===== config.mk =====
export PLATFORM = sky130hd
export DESIGN_NAME = store_byte_lane_packer
export DESIGN_NICKNAME = d
export VERILOG_FILES = /design/src/rtl/store_byte_lane_packer.sv
export SDC_FILE = /design/constraint.sdc
export NUM_CORES = 1
export LEC_CHECK = 0
export ABC_AREA = 1
export BUFFER_PORTS_ARGS = -buffer_cell sky130_fd_sc_hd__buf_2
export CAP_MARGIN = 10
export CORE_MARGIN = 2
export CORE_UTILIZATION = 40
export CTS_BUF_LIST = sky130_fd_sc_hd__clkbuf_4 sky130_fd_sc_hd__clkbuf_8
export DETAILED_ROUTE_END_ITERATION = 8
export PLACE_DENSITY = 0.69
export SYNTH_ARGS = -nofsm -noshare
export SYNTH_HDL_FRONTEND = slang
export SYNTH_HIERARCHICAL = 1
export SYNTH_SLANG_ARGS = --single-unit

===== constraint.sdc =====
create_clock -name clk -period 1.3 [get_ports clk]
set_clock_uncertainty 0.05 [all_clocks]
set_input_delay 0 -clock clk [delete_from_list [all_inputs] [get_ports clk]]
set_output_delay 0 -clock clk [all_outputs]
set_load 0.01 [all_outputs]

===== src/rtl/store_byte_lane_packer.sv =====
// Store-side byte-lane packer: aligns sb/sh/sw data into lane writes, holds one
// request in an output slot until memory accepts it, and flags misaligned stores.

module store_byte_lane #(
  parameter int LANE = 0
) (
  input  logic [1:0] store_type,
  input  logic [1:0] offset,
  input  logic [7:0] word_byte,
  input  logic [7:0] half_byte,
  input  logic [7:0] low_byte,
  output logic       we,
  output logic [7:0] wbyte
);
  localparam logic [1:0] IDX = LANE[1:0];

  always_comb begin
    we    = 1'b0;
    wbyte = 8'h00;
    case (store_type)
      2'b00: begin we = 1'b1;              wbyte = word_byte; end
      2'b01: begin we = (offset[1] == IDX[1]); wbyte = half_byte; end
      2'b10: begin we = (offset == IDX);   wbyte = low_byte;  end
      default: begin we = 1'b0;            wbyte = 8'h00;     end
    endcase
  end
endmodule

module store_byte_lane_packer #(
  parameter int CNT_W = 16
) (
  input  logic             clk,
  input  logic             rst_n,
  input  logic             req_valid,
  output logic             req_ready,
  input  logic [1:0]       store_type,
  input  logic [31:0]      addr,
  input  logic [31:0]      data,
  input  logic             flush,
  output logic             dm_en,
  input  logic             dm_ready,
  output logic [3:0]       dm_we,
  output logic [31:0]      dm_addr,
  output logic [31:0]      dm_wdata,
  output logic             exc_ades,
  output logic [31:0]      exc_badvaddr,
  output logic [CNT_W-1:0] store_count
);
  localparam int NUM_LANES = 4;

  typedef enum logic {IDLE, PEND} state_t;
  state_t state;

  logic accept, misalign, reserved, fault, good, done;
  logic [NUM_LANES-1:0]      lane_we;
  logic [NUM_LANES-1:0][7:0] lane_byte;

  assign req_ready = !flush && (state == IDLE || dm_ready);
  assign accept    = req_valid && req_ready;
  assign misalign  = (store_type == 2'b00 && addr[1:0] != 2'b00) ||
                     (store_type == 2'b01 && addr[0]);
  assign reserved  = (store_type == 2'b11);
  assign fault     = accept && misalign;
  assign good      = accept && !misalign && !reserved;
  // A held write completes whenever memory takes it, even during a flush.
  assign done      = (state == PEND) && dm_ready;
  assign dm_en     = (state == PEND);

  generate
    for (genvar g = 0; g < NUM_LANES; g++) begin : g_lane
      store_byte_lane #(.LANE(g)) u_lane (
        .store_type (store_type),
        .offset     (addr[1:0]),
        .word_byte  (data[8*g +: 8]),
        .half_byte  (data[8*(g%2) +: 8]),
        .low_byte   (data[7:0]),
        .we         (lane_we[g]),
        .wbyte      (lane_byte[g])
      );
    end
  endgenerate

  always_ff @(posedge clk) begin
    if (!rst_n) begin
      state        <= IDLE;
      dm_we        <= '0;
      dm_addr      <= '0;
      dm_wdata     <= '0;
      exc_ades     <= 1'b0;
      exc_badvaddr <= '0;
      store_count  <= '0;
    end else begin
      exc_ades <= fault;
      if (fault) exc_badvaddr <= addr;
      if (done)  store_count <= store_count + CNT_W'(1);
      if (good) begin
        state    <= PEND;
        dm_we    <= lane_we;
        dm_addr  <= {addr[31:2], 2'b00};
        dm_wdata <= lane_byte;
      end else if (flush || done) begin
        state <= IDLE;
        dm_we <= '0;
      end
    end
  end
endmodule


======== Yosys cells after proc, flatten, opt, wreduce, memory -nomap -nowiden ========
Cells that the tools add are included.
operators by class
  $add $sub $neg .......................... 1
  eq/ne operators ......................... 6
  mux-type cells .......................... 12
  bitwise logic cells ..................... 2
  reductions and logical operators ........ 21
operators with widths
  kind                   number
  $pmux 8 s2             2
  $pmux 8 s3             1
  $add 16x1->16 const B  1
  $pmux 1 s3             4
  $eq 2x2->1 const B     4
  $logic_and 1x1->1      8
  $mux 4                 2
  $mux 8                 1
  $eq 2x1->1 const B     2
  $logic_not 2->1        2
  $reduce_bool 2->1      2
  $reduce_or 2->1        2
  $logic_not 1->1        3
  $logic_or 1x1->1       3
  $reduce_or 3->1        1
  $mux 1                 2
  $not 1->1              2
word-level totals
  register bits after elaboration ......... 116
  input bits .............................. 71
  output and inout bits ................... 119
  word-level logic and storage cells ...... 49

======== Longest topological paths before layout ========
  word-level depth ........................ 7
  depth in mapped cells ................... 10
  gate-level depth less buffers ........... 8

======== Cells and area by module ========
Netlist, hierarchy kept.
by module, submodules not included
  module                              times used  cells each  area each (µm²)  seq. area each (µm²)
  store_byte_lane_packer              1           571         4,372.9          2,322.2
  store_byte_lane (g_lane[1].u_lane)  1           41          219.0            0.0
  store_byte_lane (g_lane[3].u_lane)  1           40          215.2            0.0
  store_byte_lane (g_lane[0].u_lane)  1           42          210.2            0.0
  store_byte_lane (g_lane[2].u_lane)  1           41          206.4            0.0

======== Least setup slack after synthesis ========
OpenSTA, ideal clock, no wires.
  kind .................................... flip-flop to flip-flop
  start ................................... reg store_count[1]
  end ..................................... reg store_count[14]
  setup time .............................. 0.113 ns
  data arrival time ....................... 1.102 ns
  data required time ...................... 1.137 ns
  slack ................................... 0.035 ns
  stages on the path, launching flop included .. 7
  buffers on the path ..................... 0
  clock period less this slack ............ 1.265 ns
  cell sequence ........................... dfxtp_1 > ha_1 > nand3_2 > nor2_4 > nand3_2 > nor2_1 > nor2_1
on the way
  cells in the longest elaborated chain, start to end .. 1
ends and longest elaborated chain
  element                 line  source
  start, declared         47    output logic [CNT_W-1:0] store_count
  start signal, assigned  95    if (done) store_count <= store_count + CNT_W'(1);
  $add 16x1->16           95
No other way between the ends.
A chain may end at the register's enable or synchronous reset.

======== Final worst setup path ========
  start ................................... reg state, in the netlist dm_en
  end ..................................... reg dm_wdata[24]
on the way
  cells in the longest elaborated chain, start to end .. 6
ends and longest elaborated chain
  element                         line  source
  start, declared                 52    state_t state;
  start signal, assigned          85    state <= IDLE;
  start signal, assigned          97    state <= PEND;
  start signal, assigned          102   state <= IDLE;
  $not 1->1                       58    assign req_ready = !flush && (state == IDLE || dm_ready);
  $logic_or 1x1->1                58
  $logic_and 1x1->1               58
  $logic_and 1x1->1               59    assign accept = req_valid && req_ready;
  $logic_and 1x1->1 (2 in a row)  64    assign good = accept && !misalign && !reserved;
  end signal, assigned            100   dm_wdata <= lane_byte;
  end, declared                   44    output logic [31:0] dm_wdata,
No other way between the ends.

==> results.cfg <==
[pwr]
powerDensity_mw_per_mm2 = 1080
p_leak_nw = 3.83
switching_power_mw = 2.37
combPwrFrac = 0.176
finalPower_mw = 8.63
p_seq_frac = 0.441
p_clk_frac = 0.382
switching_share = 0.274
ir_worst_vdd_mv = 0.640
p_int_mw = 6.26

[floorplanning]
ios = 190
num_rows = 41
initial_core_util = 0.412
core_mm2 = 0.0127
die_area_mm2 = 0.0140
die_x_um = 118
die_h_um = 118

[outcome]
violations = setup timing
run_status = finished with violations

[sta]
tightest_slew_ns = 0.547
maxSlewHeadroom = 0.634
finalSetupViolations = 38
grt_setup_unrepaired = true
fin_ws_ns = -0.0390
max_freq_mhz = 747
fin_crit_ns = 1.34
hold_viol_final = 0
final_max_slew_viol_count = 0
period_share = 1.03

[hold_path]
hold_class = input port to flip-flop

[critical_path]
path_buf_inv = 1
crit_family = simple AND/OR/NAND/NOR gates
setup.worst_path.start_class = flip-flop
crit_arrival_ns = 1.63
cp_slowest_cell = dfxtp_2
crit_type = flip-flop to flip-flop
regToRegSetupSlack_ns = -0.04
endpoint_kind = flip-flop
critPathMaxStageDelay_ns = 0.33
cp_cell_sequence = nand2_2 -> nand2_2 -> nor2_4 -> nand3_4 -> buf_12 -> o21ai_1 -> nor2_1
crit_fanout = 37
path_common_cell = nand2_2
cp.required_ns = 1.59

[cts]
cts_made_buffers = 17
cts-htree-levels = 4
cts.sinks = 116
cts_tree = done
clk_path_buf_depth = 2
cts_root_buffer = clkbuf_8
clkSlewWorstSetupHoldPaths_ns = 0.07
insertion_delay_ns = 0.44

[synthesis]
synth_seq_cells = 116
synthCells = 735
yosys_warnings = 6
synth.distinct_cells = 26
yosysSeqAreaShare = 0.445
synth_area_mm2 = 0.00522
syn_area_per_cell_um2 = 7.11

[flow_run]
drv_cap = 0

[drt]
ant_nets = 0
route.detailed.drc = 0
vias = 5951
wl_per_cell_um = 14.8
drt_iter0_markers = 529
drtPass1Iterations = 5
routed_wl_um = 17800
vias_per_cell = 4.95

[finish]
drive_gt1_frac = 0.330
final_cell_mix = 187 x nor2_1, 184 x buf_2, 111 x dfxtp_1, 104 x nand3_1, 74 x dlygate4sd3_1
final_nets = 1090
fillers = 1155
n_antenna_cell = 0
final_common_cell = nor2_1
fin_util = 0.630
synthToLayoutAreaGrowth_pct = 52.9

[global_route]
grt_pass1_vias = 5489
grt_pass1_wl_um = 26900
grt_max_degree = 58
grt_usage = 0.238
antenna_found_initial = 0
grt_overflow = 0

[place]
dp_hpwl_um = 10600
place.gp.congestion = 0.807
numPortBuffers = 187
## cell type report
class                      count  area, um2  area share
inverter                      36        138      0.0172
multi-input combinational    542       2670       0.334
tap                          172        215      0.0270
clock inverter                10        106      0.0133
timing repair buffer         305       2240       0.281
clock buffer                  21        283      0.0354
sequential                   116       2330       0.292
## tightest hold or removal path, delay by kind of cell
| family | cells | cell delay (ns) |
|---|---|---|
| buffers and inverters | 1 | 0.17 |
| AO/OA/AOI/OAI | 1 | 0.07 |
| AND/OR/NAND/NOR | 3 | 0.24 |
## routing by layer
metal	vias to the layer above	wire, um	GRT usage
li1	2966	-	-
met4	0	508	0.114
met1	2708	7640	0.293
met3	39	1180	0.0608
met5	-	0	0
met2	238	8480	0.388
## metrics by stage
stage	hold slack, ns	setup TNS [ns]	area [um2]	worst slack [ns]	instances
2_1_floorplan	0.0849	0	5230	0.0348	736
3_3_place_gp	0.194	0	6410	0.00418	1084
3_5_place_dp	0.195	-0.309	6410	-0.0428	1084
4_1_cts	-0.0774	-0.0745	7560	-0.0256	1191
5_1_grt	0.0261	-4.16	7990	-0.119	1202
6_report	0.0236	-0.454	7990	-0.0390	1202
## synthesized netlist by cell type
master	n	share of area
nor2_1	219	0.16
dfxtp_1	116	0.44
nand3_1	104	0.10
o21ai_0	72	0.069
nand2_1	71	0.051
o21ai_1	28	0.027
inv_1	26	0.019
buf_6	17	0.037
a21oi_1	16	0.015
clkbuf_1	14	0.010
inv_2	10	0.0072
buf_2	9	0.0086
nand3_2	5	0.0096
nor2_4	5	0.011
nor2_2	4	0.0048
nand2_2	3	0.0036
nand4_1	3	0.0036
nor3_1	3	0.0029
buf_4	2	0.0029
nor2_8	2	0.0077
and3_1	1	0.0012
conb_1	1	0.00072
ha_1	1	0.0024
nand2_4	1	0.0022
o21a_1	1	0.0014
o21bai_1	1	0.0014
## state kept, by name, indices dropped and copies added, names as in the netlist
name          count
dm_addr          30
dm_en             1
dm_wdata         32
dm_we             4
exc_ades          1
exc_badvaddr     32
store_count      16
## power groups by stage
| stage | registers (mW) | clock network (mW) | logic (mW) |
|---|---|---|---|
| 6_report | 3.81 | 3.30 | 1.52 |
| 5_1_grt | 3.82 | 3.54 | 1.66 |
| 4_1_cts | 3.80 | 3.37 | 1.36 |
| 3_5_place_dp | 3.87 | 0 | 1.16 |
| 3_3_place_gp | 3.87 | 0 | 1.15 |
| 2_1_floorplan | 3.95 | 0 | 0.594 |
## cell families after synthesis
| logic type | after synthesis | share of synthesized area |
|---|---|---|
| buffers and inverters | 78 | 0.0841 |
| adder cells (fa/ha/maj) | 1 | 0.00239 |
| flip-flops | 116 | 0.445 |
| other | 1 | 0.000718 |
| AND/OR/NAND/NOR | 421 | 0.354 |
| AO/OA/AOI/OAI | 118 | 0.114 |
## what timing repair did
item                       4_1_cts  5_1_grt
pin swaps                        0       21
gates resized for setup         16       96
setup endpoints to repair       35      108
buffers inserted                 0        6
gates cloned                     0        7
hold endpoints to repair       113        8
hold buffers                    76        1
## worst paths after layout
path | cells after the start | end | from
hold / removal | 5 | dm_wdata[21] | data[5]
hold reg to reg | 2 | dm_addr[24] | dm_addr[24]
setup reg to reg | 7 | dm_wdata[24] | dm_en
setup / recovery | 7 | dm_wdata[24] | dm_en
Power figures use the tool's default switching activity.
